$ cat config.mk
export PLATFORM = sky130hd
export DESIGN_NAME = instr_entry_buffer
export DESIGN_NICKNAME = d
export VERILOG_FILES = /design/src/rtl/instr_entry_buffer.sv
export SDC_FILE = /design/constraint.sdc
export NUM_CORES = 1
export LEC_CHECK = 0
export ABC_AREA = 1
export CAP_MARGIN = 15
export CORE_MARGIN = 10
export CORE_UTILIZATION = 53
export DETAILED_ROUTE_END_ITERATION = 6
export PLACE_DENSITY = 0.71
export SETUP_SLACK_MARGIN = 0.15
export SYNTH_ARGS = -nofsm -noshare
export SYNTH_HDL_FRONTEND = slang
export SYNTH_SLANG_ARGS = --single-unit
$ cat constraint.sdc
create_clock -name clock -period 3.6 [get_ports clock]
set_clock_uncertainty 0.15 [all_clocks]
set_input_delay 0.36 -clock clock [delete_from_list [all_inputs] [get_ports clock]]
set_output_delay 0.36 -clock clock [all_outputs]
set_load 0.02 [all_outputs]
$ cat src/rtl/instr_entry_buffer.sv
// Operator instruction-entry FSM plus DEPTH-entry instruction store with a registered fetch port.
// Optional debug comparator on the assembled word is enabled by defining INSTR_MATCH_EN.
module instr_entry_buffer #(
  parameter int OP_W  = 4,
  parameter int REG_W = 3,
  parameter int IMM_W = 8,
  parameter int SW_W  = 8,
  parameter int DEPTH = 16,
  parameter logic [OP_W+2*REG_W+IMM_W-1:0] MATCH_WORD = '0
) (
  input  logic                              clock,
  input  logic                              reset,
  input  logic [SW_W-1:0]                   switches,
  input  logic                              enter,
  input  logic                              clear,
  input  logic [$clog2(DEPTH)-1:0]          rd_addr,
  output logic [OP_W+2*REG_W+IMM_W-1:0]     rd_data,
  output logic [1:0]                        stage,
  output logic [$clog2(DEPTH):0]            count,
  output logic                              full,
  output logic                              overflow,
  output logic                              wr_done,
  output logic [OP_W+2*REG_W+IMM_W-1:0]     preview,
  output logic                              match
);

  localparam int INSTR_W = OP_W + 2*REG_W + IMM_W;
  localparam int AW      = $clog2(DEPTH);
  localparam logic [AW:0]   DEPTH_CNT = (AW+1)'(DEPTH);
  localparam logic [AW-1:0] LAST_PTR  = AW'(DEPTH-1);

  typedef enum logic [2:0] {
    S_OPC    = 3'd0,
    S_RG1    = 3'd1,
    S_RG2    = 3'd2,
    S_IMM    = 3'd3,
    S_COMMIT = 3'd4
  } state_t;

  state_t              state_r, state_next_s;
  logic [1:0]          stage_r;
  logic [OP_W-1:0]     op_r;
  logic [REG_W-1:0]    rg1_r, rg2_r;
  logic [IMM_W-1:0]    imm_r;
  logic [AW-1:0]       wr_ptr_r;
  logic [AW:0]         count_r;
  logic                overflow_r, wr_done_r;
  logic [INSTR_W-1:0]  rd_data_r;
  logic [INSTR_W-1:0]  mem [DEPTH];
  logic                full_s, commit_ok_s;
  logic                unused_switches;

  function automatic logic [1:0] stage_of(input state_t s);
    case (s)
      S_OPC:   stage_of = 2'd0;
      S_RG1:   stage_of = 2'd1;
      S_RG2:   stage_of = 2'd2;
      default: stage_of = 2'd3;
    endcase
  endfunction

  assign full_s          = (count_r == DEPTH_CNT);
  assign preview         = {op_r, rg1_r, rg2_r, imm_r};
  assign commit_ok_s     = (state_r == S_COMMIT) && !full_s && !clear && !reset;
  assign unused_switches = ^switches;

  // Next-state logic: clear rewinds to OPC, enter in COMMIT has no effect
  always_comb begin
    state_next_s = state_r;
    if (clear) begin
      state_next_s = S_OPC;
    end else begin
      case (state_r)
        S_OPC:    if (enter) state_next_s = S_RG1;    else state_next_s = S_OPC;
        S_RG1:    if (enter) state_next_s = S_RG2;    else state_next_s = S_RG1;
        S_RG2:    if (enter) state_next_s = S_IMM;    else state_next_s = S_RG2;
        S_IMM:    if (enter) state_next_s = S_COMMIT; else state_next_s = S_IMM;
        S_COMMIT: state_next_s = S_OPC;
        default:  state_next_s = S_OPC;
      endcase
    end
  end

  // State register with registered stage code
  always_ff @(posedge clock) begin
    if (reset) begin
      state_r <= S_OPC;
      stage_r <= 2'd0;
    end else begin
      state_r <= state_next_s;
      stage_r <= stage_of(state_next_s);
    end
  end

  // Field capture from the low switch bits; clear holds the fields
  always_ff @(posedge clock) begin
    if (reset) begin
      op_r  <= '0;
      rg1_r <= '0;
      rg2_r <= '0;
      imm_r <= '0;
    end else if (enter && !clear) begin
      case (state_r)
        S_OPC:   op_r  <= switches[OP_W-1:0];
        S_RG1:   rg1_r <= switches[REG_W-1:0];
        S_RG2:   rg2_r <= switches[REG_W-1:0];
        S_IMM:   imm_r <= switches[IMM_W-1:0];
        default: ;
      endcase
    end
  end

  // Write bookkeeping: pointer saturates at the last entry, full blocks further commits
  always_ff @(posedge clock) begin
    if (reset || clear) begin
      wr_ptr_r   <= '0;
      count_r    <= '0;
      overflow_r <= 1'b0;
      wr_done_r  <= 1'b0;
    end else begin
      wr_done_r <= commit_ok_s;
      if (commit_ok_s) begin
        count_r <= count_r + 1'b1;
        if (wr_ptr_r != LAST_PTR) wr_ptr_r <= wr_ptr_r + 1'b1;
      end else if (state_r == S_COMMIT) begin
        overflow_r <= 1'b1;
      end
    end
  end

  // Instruction memory write port; contents survive reset
  always_ff @(posedge clock) begin
    if (commit_ok_s) mem[wr_ptr_r] <= preview;
  end

  // Registered fetch port: read-before-write on a same-address collision
  always_ff @(posedge clock) begin
    if (reset) begin
      rd_data_r <= '0;
    end else if (clear) begin
      rd_data_r <= rd_data_r;
    end else if (int'(rd_addr) < DEPTH) begin
      rd_data_r <= mem[rd_addr];
    end else begin
      rd_data_r <= '0;
    end
  end

  assign rd_data  = rd_data_r;
  assign stage    = stage_r;
  assign count    = count_r;
  assign full     = full_s;
  assign overflow = overflow_r;
  assign wr_done  = wr_done_r;

`ifdef INSTR_MATCH_EN
  logic match_r;

  // Debug LED: one-cycle-late comparison of the assembled word
  always_ff @(posedge clock) begin
    if (reset) match_r <= 1'b0;
    else       match_r <= (preview == MATCH_WORD);
  end

  assign match = match_r;
`else
  logic unused_match_word;
  assign unused_match_word = ^MATCH_WORD;
  assign match = 1'b0;
`endif

endmodule

# Word-level counts from Yosys, hierarchy flattened
# Memories as Yosys holds them, arrays and structs flattened. A register that Yosys moved wholly into a read port is not among the register bits.
# Cells that the tools add are included.
[totals]
out_inout_bits = 47
ramBits = 288
elab_cells = 48
latchBits = 0
memories = 1
rom_bits = 0
reg_bits = 34
[mem_list]
columns = ["name", "words", "width", "read_ports", "rd_clocked_by_memory_dff", "write_ports", "line", "text"]
rows = [
  ["mem", 16, 18, 1, 1, 1, "49", "logic [INSTR_W-1:0] mem [DEPTH];"],
]
[op_classes]
eq_ne = 8
div_mod_pow = 0
bitwise = 1
multipliers = 0
shift = 0
muxes = 9
n_addsub = 2
reduce_logical = 17
n_lt_le_gt_ge = 0
[op_table]
columns = ["op", "n"]
rows = [
  ["3-bit one-hot mux with 4 select lines", 1],
  ["2-bit AND reduction", 6],
  ["3-bit by 2-bit == test with 1-bit output, second input constant", 3],
  ["3-bit by 1-bit == test with 1-bit output, second input constant", 2],
  ["3-bit zero test", 2],
  ["3-bit 2-to-1 mux", 2],
  ["2-bit one-hot mux with 3 select lines", 1],
  ["5-bit by 1-bit adder with 5-bit output, second input constant", 1],
  ["5-bit == test, second input constant", 1],
  ["4-bit by 1-bit adder with 4-bit output, second input constant", 1],
  ["1-bit logical AND", 4],
  ["1-bit zero test", 4],
  ["1-bit 2-to-1 mux", 4],
  ["4-bit inequality test, second input constant", 1],
  ["3-bit == test, second input constant", 1],
  ["2-bit 2-to-1 mux", 1],
  ["1-bit logical OR", 1],
  ["1-bit NOT", 1],
]

# Longest topological paths before layout
# Gate-level depths: netlist (run 1).
[logic_depth]
depth_word = 7
mapped_depth = 12

# Worst setup path before layout (run 1)
# No wires, ideal clock.
[synth_timing]
kind = "register -> register"
startpoint = "reg count_r[0] (netlist: count[0])"
endpoint = "mem mem[11][0] in the netlist's numbering, enable pin"
arrival_ns = 2.029
n_path_buf = 0
slack_ns = 1.028
path_stages_with_launch = 8
t_required_ns = 3.058
path_cell_list = "dfxtp_1 -> inv_1 -> ha_1 -> nand4_1 -> nand3_1 -> clkinv_2 -> nand2_1 -> nor2_1"
[synth_between]
elab_chain_cells = 7
[synth_lines]
columns = ["item", "line", "text"]
rows = [
  ["from (decl)", "46", "logic [AW:0] count_r;"],
  ["from (signal assigned)", "123", "count_r <= count_r + 1'b1;"],
  ["5-bit == test", "62", "assign full_s = (count_r == DEPTH_CNT);"],
  ["1-bit zero test", "64", "assign commit_ok_s = (state_r == S_COMMIT) && !full_s && !clear && !reset;"],
  ["1-bit logical AND (3 in series)", "64", ""],
  ["1-bit 2-to-1 mux", "133", "if (commit_ok_s) mem[wr_ptr_r] <= preview;"],
  ["1-bit 2-to-1 mux (implied by the code)", "133", ""],
  ["to (decl)", "49", ""],
]
# Every way passes these cells.

# Worst setup path after layout (run 1)
[layout_timing]
startpoint = "reg count_r[0] (netlist: count[0])"
endpoint = "mem mem[4][12] in the netlist's numbering, enable pin"
# Same word-level chain as after synthesis.

==> reports/qor.yml, run 1 <==
required_ps: 3580
antenna_found_initial: 1
htreeDepth: 2
crit_start: "count[0]"
cp_num_cells: 7
cts_buffers: 35
critPathCapture: "mem[4][12]"
grt_max_degree: 145
cts_tree: "built"
maxSlewHeadroom_pct: 37.8
cts.sinks: 340
drt_iter0_markers: 1132
ys_top_cells_by_count: "436 x nand2_1, 288 x edfxtp_1, 246 x nand3_1"
drv_cap: 0
crit_type: "reg -> reg"
num_vias: 9383
ant_nets: 0
setup_viol: 0
drc: 0
use_met3_pct: 4.54
ios: 63
leakage_nw: 6.03
cpMaxStageDelayCell: "nor2_2"
finalHoldViolations: 0
dr.pass1.iters: 5
p_total_mw: 8.06
crit_buf_inv: 2
yosysSeqAreaShare_pct: 71.1
globalRouteTotalUtil_pct: 21.4
path_max_fanout: 18
cts_setup_buffers: 0
place_area_um2: 14700
nNetsFinal: 1340
r2r_start: "count[0]"
syn_area_per_cell_um2: 10.9
yosysTopAreaCellShare_pct: 63.5
hold_path_class: "in -> reg"
synth.most_common_cell: "nand2_1"
rsz0062_at_grt: "no"
fin_util_pct: 62.3
grt_pass1_vias: 8934
cts.clk_slew.worst_paths_ps: 60
ys_seq_elements: 340
fin_cells: 1673
row_count: 58
power.density_nw_per_um2: 512
drt-total-wl_um: 35500
grt.busiest_layer: "met2"
start_kind: "register"
grt_first_pass_wirelength_um: 54000
io_buffer_count: 61
endpoint_kind: "register"
ir_drop_mv: 0.338
synthToLayoutAreaGrowth_pct: 15.6
worst_slew_pin_slew_ps: 932
cts_hold_buf: 0
slowest_delay_ps: 750
synthFlopType: "edfxtp_1"
syn-cell-area_um2: 13600
die_x_um: 180
initial_core_util_pct: 53.9
crit_chain: "inv_1, ha_1, nand4_1, nand3_1, clkinv_2, nand2_1, nor2_2"
wire_per_inst_um: 21.2
min_period_over_period_pct: 71.3
synth_edf_count: 288
die-area_um2: 32500
cp_top_family: "simple AND/OR/NAND/NOR gates"
drive_above_1_share_pct: 8.27
hpwl_um: 21500
vias_per_cell: 5.61
r2r_slack_ps: 1030
syn_inst: 1245
core_area_um2: 25300
dp.cells: 1611
grt_util_met1_pct: 28.9
whs_ps: 287
tns_ps: 0
period_needed_ps: 2570
r2r-end: "mem[4][12]"
outcome: "finished, final reports clean"
finalWorstSetupSlack_ps: 1030
reg2reg_depth: 7
async_flop_share_pct: 0
synth.distinct_cells: 26
max_freq_mhz: 390
yosys.area.top_type: "edfxtp_1"
cts_root_buf: "clkbuf_16"
maxSlewViolCount: 0
met2_usage_pct: 32.9
die_h_um: 180
dp_slack_ps: 763
clkLatencyLatePin_ps: 510
clock_path_buffers: 3
grt_overflow_total: 0
final_area_um2: 15700
gp_congestion: 0.885
synth_area_leaders: "edfxtp_1 63%, nand2_1 12%, nand3_1 9.0%, dfxtp_1 7.6%, nor2_1 1.6%"
cts_resized: 0
synth_nets: 1267
arrival_ps: 2550
yosys_warnings: 0
[cells in the final DEF (no fill, tap or decap), drive strengths merged]
cell,count
conb,1
edfxtp,288
clkinvlp,2
buf,45
diode,1
o22ai,1
nand3,246
dfxtp,52
a21oi,28
inv,41
clkinv,15
xnor2,1
xor2,1
o21ai,8
clkbuf,46
nor3,4
nor2,61
nand2,436
clkdlybuf4s50,58
bufinv,1
nand4,1
ha,6
[layout make-up]
cell class              instances  area (µm²)
flip-flops and latches        340        9690
clock inverters                15        95.1
multi-input cells             794        3460
repair buffers                103         951
diodes                          1        2.50
inverters                      44         169
well taps                     330         413
clock buffers                  46         970
fillers                      1968        9510
[layer usage]
layer	part of all wire [%]	up-vias
met5	0	-
met4	3.6	0
met3	9.8	62
met2	46	485
met1	41	4436
li1	-	4400
[tightest hold or removal path, delay by kind of cell]
family,cells,cell delay (ps)
AO/OA/AOI/OAI,1,60
buffers and inverters,1,400
AND/OR/NAND/NOR,1,70
[state kept, by name (all words and copies together), names as in the netlist, 4 cells and up]
register  cells
count         5
imm_r         8
mem         288
op_r          4
rd_data      18
wr_ptr_r      4
[power by group]
group / switching [mW] / internal [mW] / total [mW]
Sequential: 0.0135 / 4.24 / 4.25
Combinational: 0.299 / 0.136 / 0.435
Clock: 1.41 / 1.96 / 3.37
[logic make-up after synthesis]
| group | count (synthesis) | share of synthesized area (%) |
|---|---|---|
| compound gates | 37 | 1.37 |
| xor+xnor | 2 | 0.129 |
| fa+ha+maj | 6 | 0.551 |
| buf+inv | 111 | 3.79 |
| flops | 340 | 71.1 |
| other cells | 1 | 0.0275 |
| simple gates | 748 | 23.0 |
[how the worst min path moves through the flow]
stage           startpoint           to  slack (ps)  cells past startpoint
4_1_cts        switches[4]     imm_r[4]         280                      3
2_1_floorplan  wr_ptr_r[3]  wr_ptr_r[3]         320                      2
3_5_place_dp      overflow     overflow         330                      2
5_1_grt        switches[4]     imm_r[4]         300                      3
6_report       switches[4]     imm_r[4]         290                      3
3_3_place_gp      overflow     overflow         320                      2
No activity file was read; power rests on OpenSTA's default activity.
==> inputs of run 2 (changes only) <==
==> constraint.sdc (replaced) <==
create_clock -name clock -period 2.5 [get_ports clock]
set_clock_uncertainty 0.15 [all_clocks]
set_input_delay 0.25 -clock clock [delete_from_list [all_inputs] [get_ports clock]]
set_output_delay 0.25 -clock clock [all_outputs]
set_load 0.02 [all_outputs]
==> run 2 against run 1 <==
Die area unchanged. Critical path type is now reg -> out. Largest cell class unchanged. Sequential power up 44%. Register-to-register slack worse by 680 ps. Routed wire length down 0.61%. Total power up 45%. Combinational power up 51%. Flip-flop and latch count unchanged. Sequential share of layout area down 1.2 points. Global-route usage down 0.32 points.
==> reports/qor.yml, run 2 (synthesis results as in run 1) <==
outcome: "finished, final reports clean"
r2r_start: "count[0]"
die_x_um: 180
endpoint_kind: "output port"
grt_first_pass_wirelength_um: 53200
whs_ps: 156
worstHoldStart: "switches[5]"
finalHoldViolations: 0
grt_overflow_total: 0
crit_chain: "clkdlybuf4s50_1"
antenna_found_initial: 0
r2r_slack_ps: 350
maxSlewHeadroom_pct: 66.4
grt_pass1_vias: 9024
hold_end: "imm_r[5]"
hold_depth: 3
maxSlewViolCount: 0
dr.pass1.iters: 5
cts_root_buf: "clkbuf_16"
required_ps: 2100
fin_cells: 1683
cpMaxStageDelayCell: "clkdlybuf4s50_1"
rsz0062_at_grt: "no"
nNetsFinal: 1350
ir_drop_mv: 0.503
setup_viol: 0
tns_ps: 0
cts_setup_buffers: 0
htreeDepth: 2
period_needed_ps: 2220
r2r-end: "mem[1][16]"
regMostFlops: "mem"
final_cell_mix: "436 x nand2_1, 288 x edfxtp_1, 246 x nand3_1"
max_freq_mhz: 450
power.density_nw_per_um2: 725
dp.cells: 1620
slowest_delay_ps: 700
cts.clk_slew.worst_paths_ps: 60
path_max_fanout: 8
io_buffer_count: 61
crit_type: "reg -> out"
min_period_over_period_pct: 88.9
clock_path_buffers: 3
crit_buf_inv: 1
hold_path_class: "in -> reg"
clkLatencyLatePin_ps: 510
row_count: 58
initial_core_util_pct: 53.9
cts.sinks: 340
drt_iter0_markers: 1147
antennaDiodeCount: 0
core_area_um2: 25300
globalRouteTotalUtil_pct: 21.1
ant_nets: 0
drv_cap: 0
gp_congestion: 0.888
largest_register_ff_count: 288
num_vias: 9541
grt_max_degree: 85
die-area_um2: 32500
synthToLayoutAreaGrowth_pct: 17.9
die_h_um: 180
vias_per_cell: 5.67
drive_above_1_share_pct: 8.65
ios: 63
fin_util_pct: 63.6
drt-total-wl_um: 35300
cts_buffers: 35
dp_slack_ps: 255
nFillCells: 1921
finalWorstSetupSlack_ps: 277
cts_tree: "built"
drc: 0
start_kind: "register"
final_common_cell: "nand2_1"
arrival_ps: 1820
leakage_nw: 6.14
worst_slew_pin_slew_ps: 501
hpwl_um: 22200
cp_top_family: "buffers and inverters"
wire_per_inst_um: 21.0
reg2reg_depth: 8
## run 2: stage by stage
stage	instance area [µm²]	total power [mW]
4_1_cts	16100	11.7
6_report	16100	11.7
3_5_place_dp	15000	6.89
2_1_floorplan	13600	6.64
5_1_grt	16100	12.0
3_3_place_gp	15000	6.88
## run 2: final cells by class
class | count | area [µm²] | area share [%]
clock inverter | 9 | 62.6 | 0.390
tap | 330 | 413 | 2.57
inverter | 44 | 169 | 1.05
multi-input combinational | 794 | 3460 | 21.5
timing repair buffer | 113 | 1260 | 7.88
clock buffer | 53 | 1010 | 6.26
sequential | 340 | 9690 | 60.3
## run 2: worst max-delay path by stage
stage | from | to | slack (ps) | depth (start not counted)
floorplan | count[0] | mem[11][0] | -70 | 7
global placement | clear | mem[9][10] | 310 | 7
detailed placement | clear | mem[1][16] | 260 | 7
CTS | imm_r[5] | preview[5] | 210 | 1
global route | imm_r[5] | preview[5] | 180 | 1
finish | imm_r[5] | preview[5] | 280 | 1
## run 2: what timing repair did
item,in CTS,in global routing
setup endpoints to repair,1,0
gates resized for setup,1,0
endpoints found under the hold margin,6,0
hold buffers,1,0
## run 2: report_power, final
group | total (mW) | switching [mW] | internal, mW
clock | 4.87 | 2.00 | 2.87
combinational | 0.658 | 0.443 | 0.214
sequential | 6.12 | 0.0180 | 6.11
## run 2: worst register-to-register path, cell delays in order (launching register included)
cell	delay, ps
dfxtp_1	390
inv_1	90
ha_1	220
nand4_1	110
nand3_1	120
clkinv_2	130
nand2_1	230
nor2_2	220
buf_12	180
## run 2: per-layer routing
layer  vias to the layer above  track usage, %  wire (µm)  share of wire [%]
met5                         -               0          0                  0
met2                       519            31.8      16000                 45
met1                      4545            29.5      14500                 41
li1                       4416               -          -                  -
met4                         0            7.74       1090                3.1
met3                        61            4.36       3710                 10
==> inputs of run 3 (changes only) <==
--- a/config.mk
+++ b/config.mk
@@ -10,7 +10,7 @@
 export CORE_MARGIN = 10
 export CORE_UTILIZATION = 53
 export DETAILED_ROUTE_END_ITERATION = 6
-export PLACE_DENSITY = 0.71
+export PLACE_DENSITY = 0.78
 export SETUP_SLACK_MARGIN = 0.15
 export SYNTH_ARGS = -nofsm -noshare
 export SYNTH_HDL_FRONTEND = slang
==> run 3 against run 2 <==
Setup slack improved by 27 ps. Non-clock buffer count increased by 2. Global-route usage decreased by 1.4 points. Combinational power shrank 4.4%. Worst hold slack better by 81 ps. First-iteration DRC count is 10% lower. Total power is 0.41% lower. Cell count grew 0.12%. Die area stayed put. Via count shrank 1.3%. Critical endpoint is now mem[2][12]. Largest power group unchanged.
==> reports/qor.yml, run 3 (synthesis results as in run 1) <==
die_h_um: 180
period_needed_ps: 2200
cts_tree: "built"
nFillCells: 1852
dp.cells: 1622
core_area_um2: 25300
ant_nets: 0
cts.clk_slew.worst_paths_ps: 60
r2r_slack_ps: 300
antennaDiodeCount: 0
drv_cap: 0
ios: 63
start_kind: "register"
row_count: 58
r2r_start: "count[0]"
die_x_um: 180
htreeDepth: 2
outcome: "finished, final reports clean"
rsz0062_at_grt: "no"
die-area_um2: 32500
power.density_nw_per_um2: 727
reg2reg_depth: 8
initial_core_util_pct: 53.9
wire_per_inst_um: 19.5
worstHoldStart: "switches[3]"
drt_iter0_markers: 1031
grt_overflow_total: 0
maxSlewViolCount: 0
synthToLayoutAreaGrowth_pct: 17.2
arrival_ps: 2230
antenna_found_initial: 0
nNetsFinal: 1351
hold_depth: 3
maxSlewHeadroom_pct: 57.6
leakage_nw: 6.12
drive_above_1_share_pct: 9.00
topRoutingLayerUsed: "met4"
regMostFlops: "mem"
final_common_cell: "nand2_1"
path_max_fanout: 18
place_area_um2: 14900
largest_register_ff_count: 288
vias_per_cell: 5.59
p_total_mw: 11.6
worst_slew_pin_slew_ps: 636
crit_type: "reg -> reg"
final_area_um2: 16000
drc: 0
required_ps: 2530
clock_path_buffers: 3
tns_ps: 0
whs_ps: 238
max_freq_mhz: 455
met3_wirelength_um: 3540
num_vias: 9414
seqCellArea_um2: 9690
route.met2.wl_um: 15400
hpwl_um: 21300
gp_congestion: 0.883
drt-met1-wl_um: 13100
hold_end: "imm_r[3]"
dr.pass1.iters: 5
grt_pass1_vias: 8892
min_period_over_period_pct: 87.8
multi_input_area_um2: 3460
globalRouteTotalUtil_pct: 19.7
drt-total-wl_um: 32900
grt_max_degree: 145
clkLatencyLatePin_ps: 500
ir_drop_mv: 0.408
hold_path_class: "in -> reg"
cts_buffers: 34
finalHoldViolations: 0
grt_first_pass_wirelength_um: 50800
final_cell_mix: "436 x nand2_1, 288 x edfxtp_1, 246 x nand3_1"
fin_cells: 1685
io_buffer_count: 61
endpoint_kind: "register"
r2r-end: "mem[2][12]"
cts.sinks: 340
cts_root_buf: "clkbuf_16"
setup_viol: 0
[run 3: cell count changes in the layout (fill, tap and decap cells not counted)]
cell and delta:
buf_4 +11, buf_12 -9, clkinv_2 +3, clkbuf_1 -2
clkinv_1 -1
[run 3: through the flow]
step / util (%) / worst slack [ps]
floorplan: - / -71.8
global placement: 58.9 / 274
detailed placement: 58.9 / 214
CTS: 63.2 / 317
global route: 63.2 / 183
finish: 63.2 / 304
[run 3: layer usage]
metal / GRT usage, % / vias up
met4: 6.23 / 0
met3: 5.08 / 55
met2: 31.2 / 484
met1: 26.0 / 4455
met5: 0 / -
li1: - / 4420
[run 3: what timing repair did]
action / CTS / global route
hold buffers: 1 / 0
endpoints found under the setup margin: 1 / 0
setup buffers: 0 / 0
gates resized for setup: 1 / 0
endpoints found under the hold margin: 6 / 0
[run 3: how the worst max path moves through the flow]
stage,startpoint,endpoint,cells after the start
finish,count[0],mem[2][12],8
global route,count[0],mem[2][9],8
CTS,count[0],mem[2][9],8
detailed placement,clear,mem[2][2],7
global placement,clear,mem[2][14],7
floorplan,count[0],mem[11][0],7
[run 3: critical path, cell delays in order (launching register included)]
cell,delay (ps)
dfxtp_1,400
inv_1,90
ha_1,220
nand4_1,110
nand3_1,110
clkinv_2,120
nand2_1,210
nor2_2,160
buf_4,290
[run 3: report_power, final]
part / total, mW / switching [mW] / leakage, nW / internal, mW
combinational: 0.629 / 0.427 / 2.32 / 0.202
clock: 4.85 / 1.99 / 0.526 / 2.87
sequential: 6.12 / 0.0158 / 3.27 / 6.11
total: 11.6 / 2.43 / 6.12 / 9.17
[run 3: cell type report]
class	count	share of cell area (%)
Sequential cell	340	60.7
Multi-Input combinational cell	794	21.6
Timing Repair Buffer	115	7.31
Clock buffer	51	6.25
Tap cell	330	2.59
Inverter	44	1.06
Clock inverter	11	0.462
